[src/rtl/bcd_scan_counter_pkg.sv]
// Shared BCD types, constants and helpers for the BCD scan counter.
package bcd_scan_pkg;

   typedef logic [3:0] bcd_t;

   localparam bcd_t BCD_MAX   = 4'd9;
   localparam bcd_t BCD_BLANK = 4'hF;

   // Saturate a nibble into the legal BCD range.
   function automatic bcd_t bcd_clamp(input bcd_t d);
      return (d > BCD_MAX) ? BCD_MAX : d;
   endfunction

endpackage

[src/rtl/bcd_scan_counter_digit_cell.sv]
// One BCD digit step: increments or decrements when i_cin is set, rippling carry/borrow out.
module bcd_digit_cell
   import bcd_scan_pkg::*;
(
   input  bcd_t i_digit,
   input  logic i_up,
   input  logic i_cin,
   output bcd_t o_digit_c,
   output logic o_cout_c
);

   always_comb begin
      o_digit_c = i_digit;
      o_cout_c  = 1'b0;
      if (i_cin) begin
         if (i_up) begin
            if (i_digit >= BCD_MAX) begin
               o_digit_c = 4'd0;
               o_cout_c  = 1'b1;
            end else begin
               o_digit_c = i_digit + 4'd1;
            end
         end else begin
            if (i_digit == 4'd0) begin
               o_digit_c = BCD_MAX;
               o_cout_c  = 1'b1;
            end else begin
               o_digit_c = i_digit - 4'd1;
            end
         end
      end
   end

endmodule

[src/rtl/bcd_scan_counter.sv]
// Multi-digit BCD up/down counter with time-multiplexed digit scan output.
// Optional leading-zero blanking when BCD_SCAN_LEADING_ZERO_BLANK_EN is defined.
module bcd_scan_counter
   import bcd_scan_pkg::*;
#(
   parameter int unsigned DIGITS   = 4,
   parameter int unsigned TICK_DIV = 50000000,
   parameter int unsigned SCAN_DIV = 50000
)(
   input  logic                clk,
   input  logic                rst_n,
   input  logic                en,
   input  logic                up,
   input  logic                clr,
   input  logic                load,
   input  logic [4*DIGITS-1:0] load_val,
   output logic [4*DIGITS-1:0] count,
   output logic                carry,
   output logic [3:0]          bcd,
   output logic [DIGITS-1:0]   dig_sel
);

   localparam int unsigned CW = 4 * DIGITS;
   localparam int unsigned PW = (TICK_DIV > 1) ? $clog2(TICK_DIV) : 1;
   localparam int unsigned SW = (SCAN_DIV > 1) ? $clog2(SCAN_DIV) : 1;
   localparam int unsigned IW = $clog2(DIGITS);
`ifdef BCD_SCAN_LEADING_ZERO_BLANK_EN
   localparam bit LZB_EN = 1'b1;
`else
   localparam bit LZB_EN = 1'b0;
`endif

   logic [PW-1:0]     r_presc;
   logic [SW-1:0]     r_scan;
   logic [IW-1:0]     r_idx;
   logic [CW-1:0]     r_count;
   logic              r_carry;
   bcd_t              r_bcd;
   logic [DIGITS-1:0] r_dig_sel;

   logic              w_tick;
   logic              w_wrap;
   logic [CW-1:0]     w_count_step;
   logic [CW-1:0]     w_load_clamped;
   bcd_t              w_dig [DIGITS];
   bcd_t              w_scan_bcd;

   assign w_tick = en && (r_presc == PW'(TICK_DIV - 1));

   // Ripple chain; each stage owns its carry wires so the chain stays acyclic per signal.
   for (genvar g = 0; g < DIGITS; g++) begin : g_cell
      logic w_ci;
      logic w_co;
      if (g == 0) begin : g_first
         assign w_ci = w_tick;
      end else begin : g_next
         assign w_ci = g_cell[g-1].w_co;
      end
      bcd_digit_cell u_cell (
         .i_digit   (r_count[4*g +: 4]),
         .i_up      (up),
         .i_cin     (w_ci),
         .o_digit_c (w_count_step[4*g +: 4]),
         .o_cout_c  (w_co)
      );
      assign w_load_clamped[4*g +: 4] = bcd_clamp(load_val[4*g +: 4]);
      assign w_dig[g]                 = r_count[4*g +: 4];
   end

   assign w_wrap = g_cell[DIGITS-1].w_co;

   // Count, carry and prescaler; clr beats load beats tick.
   always_ff @(posedge clk or negedge rst_n) begin
      if (!rst_n) begin
         r_count <= '0;
         r_carry <= 1'b0;
         r_presc <= '0;
      end else if (clr) begin
         r_count <= '0;
         r_carry <= 1'b0;
         r_presc <= '0;
      end else if (load) begin
         r_count <= w_load_clamped;
         r_carry <= 1'b0;
         r_presc <= '0;
      end else begin
         r_count <= w_count_step;
         r_carry <= w_wrap;
         if (en) begin
            r_presc <= w_tick ? '0 : r_presc + PW'(1);
         end
      end
   end

   // Scanned digit code, with higher-order zero digits blanked when enabled.
   always_comb begin
      logic v_zero;
      w_scan_bcd = w_dig[r_idx];
      v_zero     = 1'b1;
      if (LZB_EN) begin
         for (int i = DIGITS - 1; i >= 1; i--) begin
            v_zero = v_zero && (w_dig[i] == 4'd0);
            if (v_zero && (r_idx == IW'(i))) begin
               w_scan_bcd = BCD_BLANK;
            end
         end
      end
   end

   // Free-running scanner; digit code and select are registered together.
   always_ff @(posedge clk or negedge rst_n) begin
      if (!rst_n) begin
         r_scan    <= '0;
         r_idx     <= '0;
         r_bcd     <= BCD_BLANK;
         r_dig_sel <= '1;
      end else begin
         if (r_scan == SW'(SCAN_DIV - 1)) begin
            r_scan <= '0;
            r_idx  <= (r_idx == IW'(DIGITS - 1)) ? '0 : r_idx + IW'(1);
         end else begin
            r_scan <= r_scan + SW'(1);
         end
         r_bcd     <= w_scan_bcd;
         r_dig_sel <= ~(DIGITS'(1) << r_idx);
      end
   end

   assign count   = r_count;
   assign carry   = r_carry;
   assign bcd     = r_bcd;
   assign dig_sel = r_dig_sel;

endmodule

[config.mk]
export PLATFORM = sky130hd
export DESIGN_NAME = bcd_scan_counter
export DESIGN_NICKNAME = d
export VERILOG_FILES = /design/src/rtl/bcd_scan_counter_pkg.sv /design/src/rtl/bcd_scan_counter_digit_cell.sv /design/src/rtl/bcd_scan_counter.sv
export SDC_FILE = /design/constraint.sdc
export NUM_CORES = 1
export LEC_CHECK = 0
export CAP_MARGIN = 20
export CORE_MARGIN = 8
export CORE_UTILIZATION = 45
export CTS_CLUSTER_DIAMETER = 120
export DETAILED_ROUTE_END_ITERATION = 6
export PLACE_DENSITY = 0.78
export SLEW_MARGIN = 25
export SYNTH_ARGS = -nofsm -noshare
export SYNTH_HDL_FRONTEND = slang
export SYNTH_SLANG_ARGS = --single-unit
export TNS_END_PERCENT = 100
[constraint.sdc]
create_clock -name clk -period 2.3 [get_ports clk]
set_clock_uncertainty 0.2 [all_clocks]
set_input_delay 0.69 -clock clk [delete_from_list [all_inputs] [get_ports clk]]
set_output_delay 0.69 -clock clk [all_outputs]
set_load 0.01 [all_outputs]
==> results.sh <==
export IMPL_syn_cell_area_sq_mm=0.00438
export IMPL_detail_route_drc_violations=0
export IMPL_placed_cells_incl_taps=714
export IMPL_clk_latency_ns=0.36
export IMPL_post_route_cells_drive_above_1_share=0.258
export IMPL_irDropWorstVdd_mv=0.267
export IMPL_grt_pass1_wl_mm=19.1
export IMPL_final_util=0.609
export IMPL_synth_yosys_seq_area_share=0.396
export IMPL_maxSlewViolCount=0
export IMPL_cp_slowest_cell="sky130_fd_sc_hd__dfrtp_2"
export IMPL_synth_yosys_warnings=0
export IMPL_drt_pass1_iterations=5
export IMPL_netlist_cell_type_count=67
export IMPL_power_leakage_nw=2.56
export IMPL_async_flop_share=1.00
export IMPL_critPathCaptureType="flop"
export IMPL_area_growth_pct=33.3
export IMPL_drtAntennaViolNets=0
export IMPL_core_area_sq_mm=0.00959
export IMPL_vias_per_cell=5.59
export IMPL_power_net_switching_mw=0.770
export IMPL_overall_die_height_um=115
export IMPL_worstSetupStartpointType="flop"
export IMPL_final_cell_area_sq_mm=0.00584
export IMPL_fmax_mhz=442
export IMPL_timing_final_crit_period_ns=2.26
export IMPL_finalNetCount=636
export IMPL_maxCapViolCount=0
export IMPL_timing_final_setup_violations=0
export IMPL_crit_chain="inv_2, ha_2, or3b_4, o2bb2ai_4, nand4_1, buf_6, nor4_1"
export IMPL_grt_use_total=0.181
export IMPL_cts_made_buffers=9
export IMPL_grt_max_degree=70
export IMPL_number_of_synthesized_flops_with_an_enable_pin=0
export IMPL_postSynthNetCount=522
export IMPL_timing_final_crit_share=0.984
export IMPL_hold_class="primary input to asynchronous set/reset pin"
export IMPL_hold_viol=0
export IMPL_vias=4099
export IMPL_pwr_density_cell_mw_per_mm2=454
export IMPL_wl_per_cell_um=15.9
export IMPL_wl_mm=11.7
export IMPL_dpl_hpwl_mm=8.49
export IMPL_io_buffer_count=46
export IMPL_max_slew_margin_rel=0.739
export IMPL_cts_sink_count=69
export IMPL_reg2reg_to="carry$_DFF_PN0_"
export IMPL_status="finished, final reports clean"
export IMPL_die_area_sq_mm=0.0132
export IMPL_start_util=0.457
export IMPL_synth_seq_cells=69
export IMPL_number_of_global_route_vias_before_repair=4027
export IMPL_synthCells=481
export IMPL_post_place_ws_ns=-0.482
export IMPL_critPathKind="flop to flop"
export IMPL_worst_slew_pin_transition_ns=0.388
export IMPL_floorplan_die_width_um=115
export IMPL_crit_path_start="count[0]$_DFFE_PN0P_"
export IMPL_gpl_final_weighted_congestion=0.924
export IMPL_cp_arrival_ns=2.30
export IMPL_most_instantiated_flip_flop_cell_in_the_synthesis_netlist="sky130_fd_sc_hd__dfrtp_1"
export IMPL_cts_root_buf="sky130_fd_sc_hd__clkbuf_8"
export IMPL_ioPinCount=47
export IMPL_timing_critical_path_to="carry$_DFF_PN0_"
export IMPL_fin_setup_tns_ns=0
export IMPL_combPwrFrac=0.195
export IMPL_p_sw_frac=0.290
export IMPL_antenna_cells_inserted=0
export IMPL_syn_area_per_cell_sq_um=9.11
export IMPL_cts_htree_levels=3
export IMPL_longest_individual_stage_delay_on_the_worst_path_ns=0.44
export IMPL_power_internal_mw=1.88
export IMPL_clk_path_buf_depth=2
export IMPL_pwr_share_seq=0.473
export IMPL_dpl_cell_area_sq_mm=0.00554
export IMPL_holdBufCountCts=0
export IMPL_finalNonFillerCells=733
export IMPL_first_iter_violations=200
export IMPL_global_route_congestion_overflow_total=0
export IMPL_r2r_start="count[0]$_DFFE_PN0P_"
export IMPL_worst_r2r_path_depth=7
export IMPL_n_fill_cell=801
export IMPL_antenna_found_initial=0
export IMPL_timing_critical_path_fanout_max=6
export IMPL_worst_slack_ns=0.0377
export IMPL_cp_required_ns=2.34
export IMPL_reg2reg_setup_slack_ns=0.04
export IMPL_placement_rows=36
export IMPL_worst_path_clk_slew_ns=0.08
export IMPL_p_clk_frac=0.332
export IMPL_rsz0062_at_grt="yes"
export IMPL_cts_tree="built"
## how the worst min path moves through the flow
stage,endpoint,slack (ns),depth (start not counted),startpoint
after global routing,r_scan[9]$_DFF_PN0_,0.16,2,rst_n
after detailed placement,r_scan[0]$_DFF_PN0_,0.25,1,r_scan[0]$_DFF_PN0_
after global placement,r_scan[0]$_DFF_PN0_,0.24,1,r_scan[0]$_DFF_PN0_
after CTS,count[14]$_DFFE_PN0P_,0.15,2,rst_n
after floorplan,carry$_DFF_PN0_,0.19,0,rst_n
final,r_scan[8]$_DFF_PN0_,0.14,2,rst_n
## logic make-up (layout without fill, tap and decap cells)
logic type               count (synthesis)  after routing  synth area share
AND/OR/NAND/NOR                        191            191             0.242
multiplexers                             9              9            0.0322
adder cells (fa/ha/maj)                 19             19            0.0542
buffers and inverters                   51            170            0.0459
AO/OA/AOI/OAI                          108            108             0.162
XOR/XNOR                                34             34            0.0679
flip-flops                              69             69             0.396
## cells in the final DEF, fill, tap and decap left out, drive strengths merged, types with 8 or more instances in the layout
cell type	Yosys	final
xnor2	19	19
xor2	15	15
buf	5	79
ha	19	19
dfrtp	61	61
a21oi	27	27
a31oi	8	8
nand3	25	25
dlymetal6s2s	0	8
o21ai	25	25
nand4	15	15
nor4	8	8
nor2	46	46
clkdlybuf4s50	0	26
nor2b	8	8
clkbuf	16	10
dlygate4sd2	0	11
nand2	27	27
dfstp	8	8
inv	30	30
nor3	9	9
## metal layers
metal,share of wire,GRT usage,vias to the layer above
met3,0.072,0.0469,20
met2,0.49,0.307,144
li1,-,-,1979
met1,0.42,0.214,1956
met4,0.023,0.0727,0
met5,0,0,-
## state kept, by name, summed over array words and instances, names as in the netlist
signal   count
bcd          4
carry        1
count       16
dig_sel      4
r_idx        2
r_presc     26
r_scan      16
## layout make-up
class | instances | area, sq um | share of cell area
Multi-Input combinational cell | 361 | 2570 | 0.440
Inverter | 30 | 113 | 0.0193
Sequential cell | 69 | 1740 | 0.298
Timing Repair Buffer | 124 | 1080 | 0.185
Clock buffer | 10 | 128 | 0.0218
Tap cell | 133 | 166 | 0.0285
Clock inverter | 6 | 40.0 | 0.00685
## cells in the mapped netlist, types with 2 or more instances
master | number | area share
sky130_fd_sc_hd__a21oi_1 | 27 | 0.031
sky130_fd_sc_hd__nor3b_1 | 5 | 0.0086
sky130_fd_sc_hd__o311ai_0 | 2 | 0.0040
sky130_fd_sc_hd__ha_1 | 19 | 0.054
sky130_fd_sc_hd__o21ai_0 | 24 | 0.027
sky130_fd_sc_hd__a31oi_1 | 8 | 0.011
sky130_fd_sc_hd__nor3_1 | 9 | 0.010
sky130_fd_sc_hd__dfrtp_1 | 61 | 0.35
sky130_fd_sc_hd__or3b_2 | 6 | 0.012
sky130_fd_sc_hd__o21bai_1 | 4 | 0.0068
sky130_fd_sc_hd__nand4_1 | 14 | 0.020
sky130_fd_sc_hd__or4b_2 | 2 | 0.0046
sky130_fd_sc_hd__a311oi_1 | 5 | 0.010
sky130_fd_sc_hd__o21a_1 | 3 | 0.0051
sky130_fd_sc_hd__mux4_2 | 4 | 0.021
sky130_fd_sc_hd__nand2_1 | 27 | 0.023
sky130_fd_sc_hd__nand3_1 | 25 | 0.029
sky130_fd_sc_hd__clkbuf_1 | 14 | 0.012
sky130_fd_sc_hd__nand2b_1 | 5 | 0.0071
sky130_fd_sc_hd__buf_2 | 3 | 0.0034
sky130_fd_sc_hd__nand3b_1 | 6 | 0.010
sky130_fd_sc_hd__nor2b_1 | 8 | 0.011
sky130_fd_sc_hd__o221ai_1 | 2 | 0.0040
sky130_fd_sc_hd__and4_1 | 5 | 0.010
sky130_fd_sc_hd__a221oi_1 | 2 | 0.0040
sky130_fd_sc_hd__o31ai_1 | 5 | 0.0086
sky130_fd_sc_hd__clkbuf_2 | 2 | 0.0023
sky130_fd_sc_hd__a211oi_1 | 3 | 0.0051
sky130_fd_sc_hd__xor2_1 | 15 | 0.030
sky130_fd_sc_hd__a31o_2 | 2 | 0.0040
sky130_fd_sc_hd__and2_1 | 4 | 0.0057
sky130_fd_sc_hd__o31a_1 | 3 | 0.0060
sky130_fd_sc_hd__xnor2_1 | 19 | 0.038
sky130_fd_sc_hd__or3_1 | 4 | 0.0057
sky130_fd_sc_hd__mux2i_1 | 4 | 0.0091
sky130_fd_sc_hd__o22ai_1 | 3 | 0.0043
sky130_fd_sc_hd__dfstp_2 | 8 | 0.048
sky130_fd_sc_hd__or4_4 | 2 | 0.0051
sky130_fd_sc_hd__o41ai_1 | 2 | 0.0040
sky130_fd_sc_hd__nor2_1 | 46 | 0.039
sky130_fd_sc_hd__o211ai_1 | 3 | 0.0051
sky130_fd_sc_hd__nor4_1 | 7 | 0.010
sky130_fd_sc_hd__or2_2 | 2 | 0.0029
sky130_fd_sc_hd__and3_1 | 5 | 0.0071
sky130_fd_sc_hd__inv_1 | 30 | 0.026
## timing repair
action	CTS	global route
pin swaps	2	6
setup endpoints to repair	25	35
resized for setup	22	28
setup buffers	1	2
## metrics by stage
stage,total power [mW],hold slack [ns]
floorplan,1.52,0.194
global placement,1.76,0.237
detailed placement,1.78,0.250
CTS,2.65,0.154
global route,2.77,0.165
finish,2.65,0.144
## critical path: cells and delay by family, from the launching register on
kind,cells,cell delay (ns)
buffers and inverters,2,0.25
adder cells (fa/ha/maj),1,0.18
AO/OA/AOI/OAI,1,0.16
AND/OR/NAND/NOR,3,0.91
flip-flops,1,0.44
## power groups by stage
stage | sequential (mW) | clock, mW | combinational (mW)
final | 1.25 | 0.880 | 0.516
after global routing | 1.26 | 0.952 | 0.564
after CTS | 1.26 | 0.894 | 0.500
after detailed placement | 1.28 | 0 | 0.499
after global placement | 1.28 | 0 | 0.485
after floorplan | 1.30 | 0 | 0.217
Power figures use the tool's default switching activity.
